--- config.mk ---
export PLATFORM = sky130hd
export DESIGN_NAME = uart_rx
export DESIGN_NICKNAME = d
export VERILOG_FILES = /design/src/rtl/uart_pkg.sv /design/src/rtl/uart_sync.sv /design/src/rtl/uart_rx.sv
export SDC_FILE = /design/constraint.sdc
export NUM_CORES = 1
export LEC_CHECK = 0
export CAP_MARGIN = 20
export CORE_ASPECT_RATIO = 1.75
export CORE_UTILIZATION = 40
export CTS_BUF_LIST = sky130_fd_sc_hd__clkbuf_4 sky130_fd_sc_hd__clkbuf_8
export DETAILED_ROUTE_END_ITERATION = 12
export GPL_ROUTABILITY_DRIVEN = 1
export SYNTH_ARGS = -nofsm -noshare
export SYNTH_HDL_FRONTEND = slang
export SYNTH_SLANG_ARGS = --single-unit
--- constraint.sdc ---
create_clock -name clk -period 2.8 [get_ports clk]
set_clock_uncertainty 0.2 [all_clocks]
set_input_delay 0.56 -clock clk [delete_from_list [all_inputs] [get_ports clk]]
set_output_delay 0.56 -clock clk [all_outputs]
set_load 0.05 [all_outputs]
--- src/rtl/uart_pkg.sv ---
// Shared types and line-level constants for the UART receive path.
package uart_pkg;

    typedef enum logic [2:0] {
        IDLE,
        START,
        DATA,
        STOP,
        WAIT_IDLE
    } uart_state_e;

    localparam int unsigned DATA_BITS  = 8;
    localparam logic        START_BIT  = 1'b0;
    localparam logic        STOP_BIT   = 1'b1;
    localparam logic        IDLE_LEVEL = 1'b1;

endpackage

--- src/rtl/uart_sync.sv ---
// Two-flop synchronizer for the asynchronous serial line; resets to the idle level.
module uart_sync
    import uart_pkg::*;
(
    input  logic clk,
    input  logic reset,
    input  logic d,
    output logic q
);

    logic meta;

    always_ff @(posedge clk or negedge reset) begin
        if (!reset) begin
            meta <= IDLE_LEVEL;
            q    <= IDLE_LEVEL;
        end else begin
            meta <= d;
            q    <= meta;
        end
    end

endmodule

--- src/rtl/uart_rx.sv ---
// 8N1 UART receiver: mid-bit sampling, single-byte holding register with
// valid/read handshake, framing-error and overrun pulses.
module uart_rx
    import uart_pkg::*;
#(
    parameter int unsigned CLKS_PER_BIT = 16,
    parameter int unsigned DATA_BITS    = 8
) (
    input  logic                 clk,
    input  logic                 reset,
    input  logic                 rx_line,
    input  logic                 rx_read,
    output logic [DATA_BITS-1:0] rx_data,
    output logic                 rx_valid,
    output logic                 frame_error,
    output logic                 overrun,
    output logic                 busy
);

    localparam int unsigned          CNT_W     = $clog2(CLKS_PER_BIT);
    localparam logic [CNT_W-1:0]     HALF_LAST = CNT_W'(CLKS_PER_BIT / 2 - 1);
    localparam logic [CNT_W-1:0]     BIT_LAST  = CNT_W'(CLKS_PER_BIT - 1);
    localparam logic [2:0]           BIDX_LAST = 3'(DATA_BITS - 1);

    if (CLKS_PER_BIT < 4 || (CLKS_PER_BIT % 2) != 0) begin : g_bad_param
        $error("uart_rx: CLKS_PER_BIT must be >= 4 and even");
    end

    uart_state_e          state, state_n;
    logic [CNT_W-1:0]     cnt, cnt_n;
    logic [2:0]           bidx, bidx_n;
    logic [DATA_BITS-1:0] shreg, shreg_n;
    logic                 accept, ferr;
    logic                 rx_s;

    uart_sync u_sync (
        .clk   (clk),
        .reset (reset),
        .d     (rx_line),
        .q     (rx_s)
    );

    always_ff @(posedge clk or negedge reset) begin
        if (!reset) state <= IDLE;
        else        state <= state_n;
    end

    always_comb begin
        state_n = state;
        cnt_n   = cnt;
        bidx_n  = bidx;
        shreg_n = shreg;
        accept  = 1'b0;
        ferr    = 1'b0;
        case (state)
            IDLE: begin
                cnt_n = '0;
                if (rx_s == START_BIT) state_n = START;
            end
            START: begin
                if (cnt == HALF_LAST) begin
                    cnt_n = '0;
                    if (rx_s == START_BIT) begin
                        state_n = DATA;
                        bidx_n  = '0;
                    end else begin
                        state_n = IDLE;
                    end
                end else begin
                    cnt_n = cnt + 1'b1;
                end
            end
            DATA: begin
                if (cnt == BIT_LAST) begin
                    cnt_n   = '0;
                    shreg_n = {rx_s, shreg[DATA_BITS-1:1]};
                    if (bidx == BIDX_LAST) state_n = STOP;
                    else                   bidx_n  = bidx + 1'b1;
                end else begin
                    cnt_n = cnt + 1'b1;
                end
            end
            STOP: begin
                // Returning to IDLE at mid-stop lets a back-to-back start edge be caught.
                if (cnt == BIT_LAST) begin
                    cnt_n = '0;
                    if (rx_s == STOP_BIT) begin
                        accept  = 1'b1;
                        state_n = IDLE;
                    end else begin
                        ferr    = 1'b1;
                        state_n = WAIT_IDLE;
                    end
                end else begin
                    cnt_n = cnt + 1'b1;
                end
            end
            WAIT_IDLE: begin
                cnt_n = '0;
                if (rx_s == IDLE_LEVEL) state_n = IDLE;
            end
            default: state_n = IDLE;
        endcase
    end

    always_ff @(posedge clk or negedge reset) begin
        if (!reset) begin
            cnt         <= '0;
            bidx        <= '0;
            shreg       <= '1;
            rx_data     <= '0;
            rx_valid    <= 1'b0;
            frame_error <= 1'b0;
            overrun     <= 1'b0;
            busy        <= 1'b0;
        end else begin
            cnt         <= cnt_n;
            bidx        <= bidx_n;
            shreg       <= shreg_n;
            frame_error <= ferr;
            overrun     <= 1'b0;
            busy        <= (state_n != IDLE);
            if (accept) begin
                rx_data  <= shreg;
                rx_valid <= 1'b1;
                overrun  <= rx_valid && !rx_read;
            end else if (rx_read && rx_valid) begin
                rx_valid <= 1'b0;
            end
        end
    end

endmodule

Word-level counts from Yosys, hierarchy flattened
Cells that the tools add are included.
{ "word_totals": {"in_bits": 4, "word_cells": 62, "regBits": 32, "output_inout_bits": 12} }
{ "classes": {"n_addsub": 2, "n_eq_ne": 11, "mux": 26, "n_reduce_logical": 12} }
{ "ops": {"columns": ["operator", "n"], "rows": [
  ["$mux 3", 11],
  ["$pmux 3 s5", 1],
  ["$pmux 4 s3", 1],
  ["$mux 1", 9],
  ["$mux 4", 2],
  ["$ne 2x2->1 const B", 4],
  ["$eq 3x2->1 const B", 2],
  ["$eq 3x3->1 const B", 2],
  ["$pmux 3 s2", 1],
  ["$reduce_bool 3->1", 2],
  ["$reduce_and 5->1", 1],
  ["$add 4x1->4 const B", 1],
  ["$eq 4x3->1 const B", 1],
  ["$eq 4x4->1 const B", 1],
  ["$reduce_bool 2->1", 2],
  ["$reduce_or 2->1", 2],
  ["$add 3x1->3 const B", 1],
  ["$eq 3x1->1 const B", 1],
  ["$logic_not 3->1", 1],
  ["$logic_and 1x1->1", 2],
  ["$mux 2", 1],
  ["$reduce_and 2->1", 1],
  ["$logic_not 1->1", 1]
]} }

Logic depth before layout (Yosys ltp)
Gate-level depths: netlist of the first run.
{ "depth": {"word_depth": 5, "ltp_mapped": 5, "mapped_depth_nobuf": 5} }

By module
Synthesis of the first run repeated with hierarchy kept, for this count alone.
{ "hier_totals": {"hier_cells": 114, "hier_area_um2": 1436.4} }
{ "modules_own_cells": {"columns": ["mod", "instances", "seq_area_each_um2", "area_per_inst_um2", "cells_each"], "rows": [
  ["uart_rx", 1, 760.7, 1383.8, 112],
  ["uart_sync", 1, 52.6, 52.6, 2]
]} }

Worst setup path before layout of the first run
Ideal clock, no wire load.
{ "synth_timing": {"path_kind": "flip-flop to flip-flop", "startpoint": "reg cnt[0]", "endpoint": "reg rx_data[0]", "synth_period_minus_slack_ns": 1.843, "slack_ns": 0.957, "setup_time_ns": 0.125, "t_required_ns": 2.475, "path_buffers": 0, "stages_incl_launch_ff": 5, "arrival_ns": 1.518, "cell_sequence": "dfrtp_1 > ha_1 > nand4_4 > nor3_4 > mux2_2"} }
{ "synth_between": {"elab_chain_cells": 3} }
{ "synth_rtl": {"columns": ["item", "line", "text"], "rows": [
  ["from (decl)", "uart_rx.sv:30", "logic [CNT_W-1:0] cnt, cnt_n;"],
  ["from (signal assigned)", "uart_rx.sv:117", "cnt <= cnt_n;"],
  ["$eq 4x4->1", "uart_rx.sv:85", "if (cnt == BIT_LAST) begin"],
  ["$mux 1", "uart_rx.sv:85", null],
  ["$mux 1", "uart_rx.sv:55", "case (state)"],
  ["to (signal assigned)", "uart_rx.sv:124", "rx_data <= shreg;"],
  ["to (decl)", "uart_rx.sv:13", "output logic [DATA_BITS-1:0] rx_data,"]
]} }
No other way between the ends.
A chain may end at the register's enable or synchronous reset.

Final worst setup path of the first run
{ "layout_timing": {"startpoint": "reg rx_valid", "endpoint": "out rx_valid"} }
{ "layout_rtl": {"columns": ["item", "line", "text"], "rows": [
  ["from (decl)", "uart_rx.sv:14", "output logic rx_valid,"],
  ["from (signal assigned)", "uart_rx.sv:112", "rx_valid <= 1'b0;"],
  ["from (signal assigned)", "uart_rx.sv:125", "rx_valid <= 1'b1;"],
  ["from (signal assigned)", "uart_rx.sv:128", "rx_valid <= 1'b0;"]
]} }
No word-level cell between the ends.

==> results.rst, run 1 <==
.. list-table::
   :header-rows: 1

   * - Metric
     - Value
   * - Highest cell delay on the worst timing path
     - between 0.8 and 0.9 ns
   * - Simple-gate share of the synthesized area
     - 14.5%
   * - Max frequency
     - 453 MHz
   * - Vias in the first global route
     - 935
   * - Pwr/cell area
     - 740 nW/um2
   * - Chip Height
     - 81.9 um
   * - Overall track demand over capacity in global routing
     - around 16%
   * - Post-Synth XOR/XNOR Area
     - 1.20%
   * - Crit. path cell count
     - 1
   * - Number of port buffers
     - 15
   * - Floorplan Core Area
     - 3430 um2
   * - Number of hold violations in the final report
     - 0
   * - CP delay by family, top
     - buffers and inverters
   * - Final routed DRC violation total
     - 0
   * - Root Buffer Master
     - sky130_fd_sc_hd__clkbuf_8
   * - Hold Path Stages
     - 0
   * - Standard-cell row count
     - 28
   * - Synth area leaders
     - sky130_fd_sc_hd__dfrtp_1 (38%), sky130_fd_sc_hd__dfstp_2 (18%), sky130_fd_sc_hd__mux2_2 (12%)
   * - Number of buffers inserted during clock tree synthesis
     - 5
   * - Routed wire length per instance
     - 14.7 um
   * - TritonCTS clock tree
     - built
   * - EDFF count, synth
     - 0
   * - Worst hold slack
     - ~0.16 ns
   * - Max VDD drop
     - 0.000457 V
   * - Initial Util
     - roughly 43%
   * - Critical Path End Type
     - output pin
   * - Number of buffers added to fix hold violations after cts
     - 0
   * - Largest fanout on the critical path
     - 3
   * - Clock Pin Slew Worst Setup and Hold Paths
     - approximately 0.070 ns
   * - Number of nets produced by synthesis
     - ~120
   * - Pin count of the biggest net entering global routing
     - 33
   * - Worst-Skew Late Latency
     - 0.27 ns
   * - Final count of negative-setup-slack endpoints
     - 0
   * - Overall die width
     - 47.7 um
   * - Count of cell types in the netlist
     - 37
   * - Maximum root-to-sink buffer count
     - 2
   * - Number of flip-flops and latches in the synthesized netlist
     - 32
   * - Iteration count of the initial detailed-routing pass
     - 4
   * - Critical path launch point type
     - flop
   * - Fin. max-slew vios
     - 0
   * - Final net count
     - 142
   * - Critical R2R Capture
     - rx_data[0]
   * - Placer's final routability congestion estimate
     - 0.773
   * - Complex-gate fraction of the synthesized area
     - 9.43%
   * - Unrepaired setup endpoints after global routing
     - no
   * - Number of synthesis warnings
     - 0
   * - Pin slew with the least headroom to its limit
     - roughly 0.53 ns
   * - Length in cells of the worst reg-to-reg path
     - 4
   * - Filler-free cell count of the finished design
     - approximately 180
   * - Combinational family with the most area after synthesis
     - simple AND/OR/NAND/NOR gates
   * - Worst hold endpoint
     - u_sync.q
   * - Cell type contributing the most total cell area after synthesis
     - sky130_fd_sc_hd__dfrtp_1
   * - Signed area change from the synthesized netlist to the final layout
     - 18.9%
   * - Place WS
     - 0.737 ns
   * - Signal arrival time at the worst endpoint
     - between 1 and 1.5 ns
   * - Mean cell area of the mapped netlist
     - 12.5 um2
   * - Post-CTS sizing
     - 0
   * - Relative slew slack
     - 64.8%
   * - Worst min-delay path category
     - reg2reg
   * - Commonest register cell after synthesis
     - sky130_fd_sc_hd__dfrtp_1
   * - Reported max-cap violation count
     - 0
   * - Layout cell share with drive strength beyond 1
     - a little under a third
   * - Worst path setup slack after routing
     - 0.595 ns
   * - Ant. Diodes
     - 0
   * - Worst hold start
     - u_sync.meta
   * - Sequential area share after synthesis
     - 55.7%
   * - Critical path buffers and inverters
     - 1
   * - Top Ports
     - 16
   * - Ys async rst share
     - 100%
   * - Vias per std cell
     - between 5 and 6
   * - Number of levels in the clock H-tree
     - 2
   * - Static leakage power
     - 0.778 nW
   * - Die area
     - 3910 um2
   * - Number of DRC markers in iteration 0
     - 7
   * - Detail Route Antenna Nets
     - 0
   * - Critical path class
     - reg2out
   * - Post-synth top area share
     - a little under two fifths
   * - Overflow left after global routing
     - 0
   * - Fin Setup TNS
     - 0 ns
   * - Minimum setup slack among reg-to-reg paths
     - roughly 0.76 ns
   * - Most common cell after layout, fill and taps aside
     - sky130_fd_sc_hd__dfrtp_1
   * - Netlist area before placement
     - 1460 um2
   * - Commonest cells after routing, fill and taps aside
     - sky130_fd_sc_hd__dfrtp_1 (22), sky130_fd_sc_hd__mux2_2 (16), sky130_fd_sc_hd__clkdlybuf4s50_1 (15)
   * - Post-synthesis mux area share
     - 13.0%
   * - Reg2reg start
     - cnt[0]
   * - Setup Buffers After CTS
     - 0
   * - Share of synthesized cell area in full adder, half adder and majority cells
     - 2.57%
   * - Result of the run
     - finished clean
   * - Cell type of the slowest stage on the worst timing path
     - sky130_fd_sc_hd__clkdlybuf4s50_1
   * - Placed cells
     - roughly 170
   * - Aggregate routed wire length
     - roughly 2.7 mm
   * - Antenna violations before repair
     - 0
   * - Final period utilization
     - 78.8%
   * - Vias
     - 962
   * - Synth Instances
     - 117
   * - Dpl hpwl
     - 1.94 mm
   * - Number of clock sinks
     - 32
   * - Data required time at the worst endpoint
     - between 2 and 2.5 ns
   * - Critical path cell sequence
     - clkdlybuf4s50_1
   * - Tmin final
     - 2.21 ns
   * - Wire length of the first global-routing pass
     - 4.39 mm
## report_power, final
part,leakage (nW),switching (mW),internal [mW]
combinational,0.333,0.166,0.123
sequential,0.394,0.111,0.530
clock,0.0510,0.160,0.196
## layout make-up
class | instances | area [um2]
Fill cell | 338 | 1700
Sequential cell | 32 | 813
Multi-Input combinational cell | 74 | 594
Timing Repair Buffer | 16 | 158
Clock buffer | 6 | 82.6
Tap cell | 45 | 56.3
Inverter | 6 | 22.5
Clock inverter | 2 | 10.0
## Yosys cell counts (2+ instances only)
library cell               count
sky130_fd_sc_hd__nor2_1        6
sky130_fd_sc_hd__o21ai_0       4
sky130_fd_sc_hd__nand4_1       3
sky130_fd_sc_hd__a31oi_1       5
sky130_fd_sc_hd__inv_1         6
sky130_fd_sc_hd__nor2b_1       3
sky130_fd_sc_hd__buf_4         3
sky130_fd_sc_hd__o311ai_0      2
sky130_fd_sc_hd__mux2_2       16
sky130_fd_sc_hd__a21oi_1       2
sky130_fd_sc_hd__and2_1        2
sky130_fd_sc_hd__dfstp_2      10
sky130_fd_sc_hd__dfrtp_1      22
sky130_fd_sc_hd__nand3_1       3
sky130_fd_sc_hd__nand2_1       4
sky130_fd_sc_hd__ha_1          3
sky130_fd_sc_hd__clkbuf_1      2
sky130_fd_sc_hd__a41oi_1       2
## worst register-to-register path, stage by stage, from the launching register on
cell and delay (ns):
sky130_fd_sc_hd__dfrtp_1 0.40, sky130_fd_sc_hd__ha_1 0.33, sky130_fd_sc_hd__nand4_4 0.16, sky130_fd_sc_hd__nor3_4 0.45, sky130_fd_sc_hd__mux2_2 0.40
## cells by family (layout without fill, tap and decap cells)
logic type	Yosys count	in the layout
AND/OR/NAND/NOR	32	32
multiplexers	17	17
flip-flops	32	32
XOR/XNOR	2	2
buffers and inverters	11	30
AO/OA/AOI/OAI	20	20
adder cells (fa/ha/maj)	3	3
## per-layer routing
layer / vias to the layer above / global-route usage [%] / share of wire, %
met5: - / 0 / 0
met4: 0 / 6.67 / 1.2
met3: 4 / 3.96 / 3.4
met2: 16 / 27.7 / 57
met1: 482 / 18.3 / 38
li1: 460 / - / -
## worst max path at each step
stage / from / end / slack [ns]
5_1_grt: rx_valid / rx_valid / 0.54
2_1_floorplan: cnt[0] / rx_data[0] / 0.96
3_3_place_gp: cnt[0] / rx_data[4] / 0.80
3_5_place_dp: cnt[0] / rx_data[0] / 0.74
4_1_cts: rx_data[0] / rx_data[0] / 0.58
6_report: rx_valid / rx_valid / 0.59
## per-stage QoR
| step | cell area [um2] | utilization [%] | total power, mW |
|---|---|---|---|
| after floorplan | 1460 | - | 0.865 |
| after global placement | 1640 | 47.9 | 0.923 |
| after detailed placement | 1640 | 47.9 | 0.940 |
| final | 1740 | 50.6 | 1.29 |
| after global routing | 1740 | 50.6 | 1.36 |
| after CTS | 1740 | 50.6 | 1.30 |
## state kept, by name, summed over array words and instances, names as in the netlist
register and flops:
shreg 8, rx_data 8, overrun 1, rx_valid 1
cnt 4, u_sync.meta 1, state 3, bidx 3
u_sync.q 1, busy 1, frame_error 1
(Power assumes the default switching activity.)
==> run 2: changes to the inputs <==
clock period = 1.85 ns   (was 2.8 ns; I/O delays follow)
==> run 2 against run 1 <==
Die area unchanged; routed wire length increased by 2.5%; first-iteration DRC count increased to 2.6 times the previous value; sequential cell count unchanged; final cell count increased by 4.4%; critical path depth increased by 3; global-route usage increased by 0.53 points; largest power group unchanged.
==> results.rst, run 2 (synthesized netlist as in run 1, its figures left out) <==
.. list-table::
   :header-rows: 1

   * - Metric
     - Value
   * - Result of the run
     - finished clean
   * - Worst min-delay path category
     - reg2reg
   * - Chip Height
     - 81.9 um
   * - Reg2reg start
     - cnt[0]
   * - Setup Buffers After CTS
     - 0
   * - Critical path class
     - reg2reg
   * - Number of clock sinks
     - 32
   * - Number of DRC markers in iteration 0
     - 18
   * - Initial Util
     - between 40% and 50%
   * - Detail Route Antenna Nets
     - 0
   * - Number of levels in the clock H-tree
     - 2
   * - Placed cells
     - 182
   * - Layout cell share with drive strength beyond 1
     - 43.1%
   * - Vias in the first global route
     - 977
   * - Floorplan Core Area
     - 3430 um2
   * - Critical path launch point type
     - flop
   * - Standard-cell row count
     - 28
   * - Tmin final
     - about 1.8 ns
   * - Root Buffer Master
     - sky130_fd_sc_hd__clkbuf_8
   * - Final count of negative-setup-slack endpoints
     - 0
   * - Commonest cells after routing, fill and taps aside
     - sky130_fd_sc_hd__dfrtp_1 (22), sky130_fd_sc_hd__buf_4 (20), sky130_fd_sc_hd__mux2_2 (16)
   * - Signal arrival time at the worst endpoint
     - 1.79 ns
   * - Filler-free cell count of the finished design
     - 189
   * - Place WS
     - 0.0543 ns
   * - Cell type of the slowest stage on the worst timing path
     - sky130_fd_sc_hd__dfrtp_1
   * - Number of buffers inserted during clock tree synthesis
     - 5
   * - Worst-Skew Late Latency
     - 0.28 ns
   * - Placer's final routability congestion estimate
     - 0.778
   * - Number of buffers added to fix hold violations after cts
     - 0
   * - Maximum root-to-sink buffer count
     - 2
   * - Largest fanout on the critical path
     - 8
   * - Final routed DRC violation total
     - 0
   * - Vias
     - 1025
   * - Fin. max-slew vios
     - 0
   * - Overall die width
     - ~48 um
   * - Number of port buffers
     - 15
   * - Routed wire length per instance
     - 14.5 um
   * - Pwr/cell area
     - 1150 nW/um2
   * - Static leakage power
     - approximately 0.85 nW
   * - CP delay by family, top
     - simple AND/OR/NAND/NOR gates
   * - Highest cell delay on the worst timing path
     - 0.38 ns
   * - Top Ports
     - 16
   * - Max frequency
     - around 560 MHz
   * - Overflow left after global routing
     - 0
   * - Worst path setup slack after routing
     - around 0.07 ns
   * - Crit path from
     - cnt[0]
   * - Aggregate routed wire length
     - approximately 2.7 mm
   * - Die area
     - 3910 um2
   * - Overall track demand over capacity in global routing
     - 16.7%
   * - Dpl hpwl
     - 2.02 mm
   * - TritonCTS clock tree
     - built
   * - Signed area change from the synthesized netlist to the final layout
     - 23.5%
   * - Pin slew with the least headroom to its limit
     - approximately 0.32 ns
   * - Relative slew slack
     - 78.4%
   * - Overall power consumption
     - 2.08 mW
   * - Number of hold violations in the final report
     - 0
   * - Worst hold start
     - u_sync.meta
   * - Antenna violations before repair
     - 0
   * - Reported max-cap violation count
     - 0
   * - Ant. Diodes
     - 0
   * - Data required time at the worst endpoint
     - about 1.9 ns
   * - Critical Path End Type
     - flop
   * - Largest registers
     - rx_data: 8 flops, shreg: 8 flops, cnt: 4 flops
   * - Max VDD drop
     - 0.000570 V
   * - Critical path buffers and inverters
     - 0
   * - Unrepaired setup endpoints after global routing
     - no
   * - Final net count
     - approximately 150
   * - Pin count of the biggest net entering global routing
     - 33
   * - Final period utilization
     - between 90% and 100%
   * - Critical path cell sequence
     - ha_1 -> and4_2 -> nand2_2 -> mux2_2
   * - Fin Setup TNS
     - 0 ns
   * - Iteration count of the initial detailed-routing pass
     - 4
   * - Most common cell after layout, fill and taps aside
     - sky130_fd_sc_hd__dfrtp_1
   * - Vias per std cell
     - 5.42
   * - Clock Pin Slew Worst Setup and Hold Paths
     - 0.06 ns
   * - Fin util
     - roughly 53%
   * - Wire length of the first global-routing pass
     - roughly 4.4 mm
   * - Post-CTS sizing
     - 0
[run 2: changes by cell type in the layout (fill, tap and decap cells not counted), sizes merged]
cell / previous run / this run
buf: 1 / 22
clkinv: 2 / 0
clkdlybuf4s50: 15 / 3
clkbuf: 6 / 7
[run 2: worst register-to-register path: cells and delay by family, from the launching register on]
kind | cells | cell delay, ns
and+or+nand+nor | 2 | 0.52
DFF | 1 | 0.38
muxes | 1 | 0.36
adders and majority gates | 1 | 0.25
[run 2: area by class of cell]
type / instances / area [um2]
Timing Repair Buffer: 25 / 220
Fill cell: 344 / 1630
Inverter: 6 / 22.5
Tap cell: 45 / 56.3
Clock buffer: 7 / 96.3
Multi-Input combinational cell: 74 / 594
Sequential cell: 32 / 813
[run 2: power breakdown]
group	internal (mW)	total, mW	switching (mW)
Combinational	0.262	0.580	0.318
Clock	0.331	0.571	0.240
Sequential	0.804	0.928	0.124
Total	1.40	2.08	0.682
[run 2: worst paths after layout]
kind	slack, ns	endpoint	depth (start not counted)
worst max register to register	0.07	shreg[7]	4
worst min register to register	0.16	u_sync.q	0
worst max-delay path	0.07	shreg[7]	4
worst min-delay path	0.16	u_sync.q	0
max in group asynchronous	0.95	shreg[5]	2
min in group asynchronous	0.24	frame_error	2
[run 2: through the flow]
step           hold WS, ns  cell area, um2
5_1_grt              0.164            1800
3_3_place_gp         0.147            1710
4_1_cts              0.160            1800
3_5_place_dp         0.150            1710
6_report             0.158            1800
2_1_floorplan       -0.126            1460
[run 2: metal layers]
layer	wire length (um)	global-route usage, %	up-vias
li1	-	-	478
met1	1070	18.1	510
met2	1480	28.2	27
met3	90	3.96	10
met4	82	9.17	0
met5	0	0	-
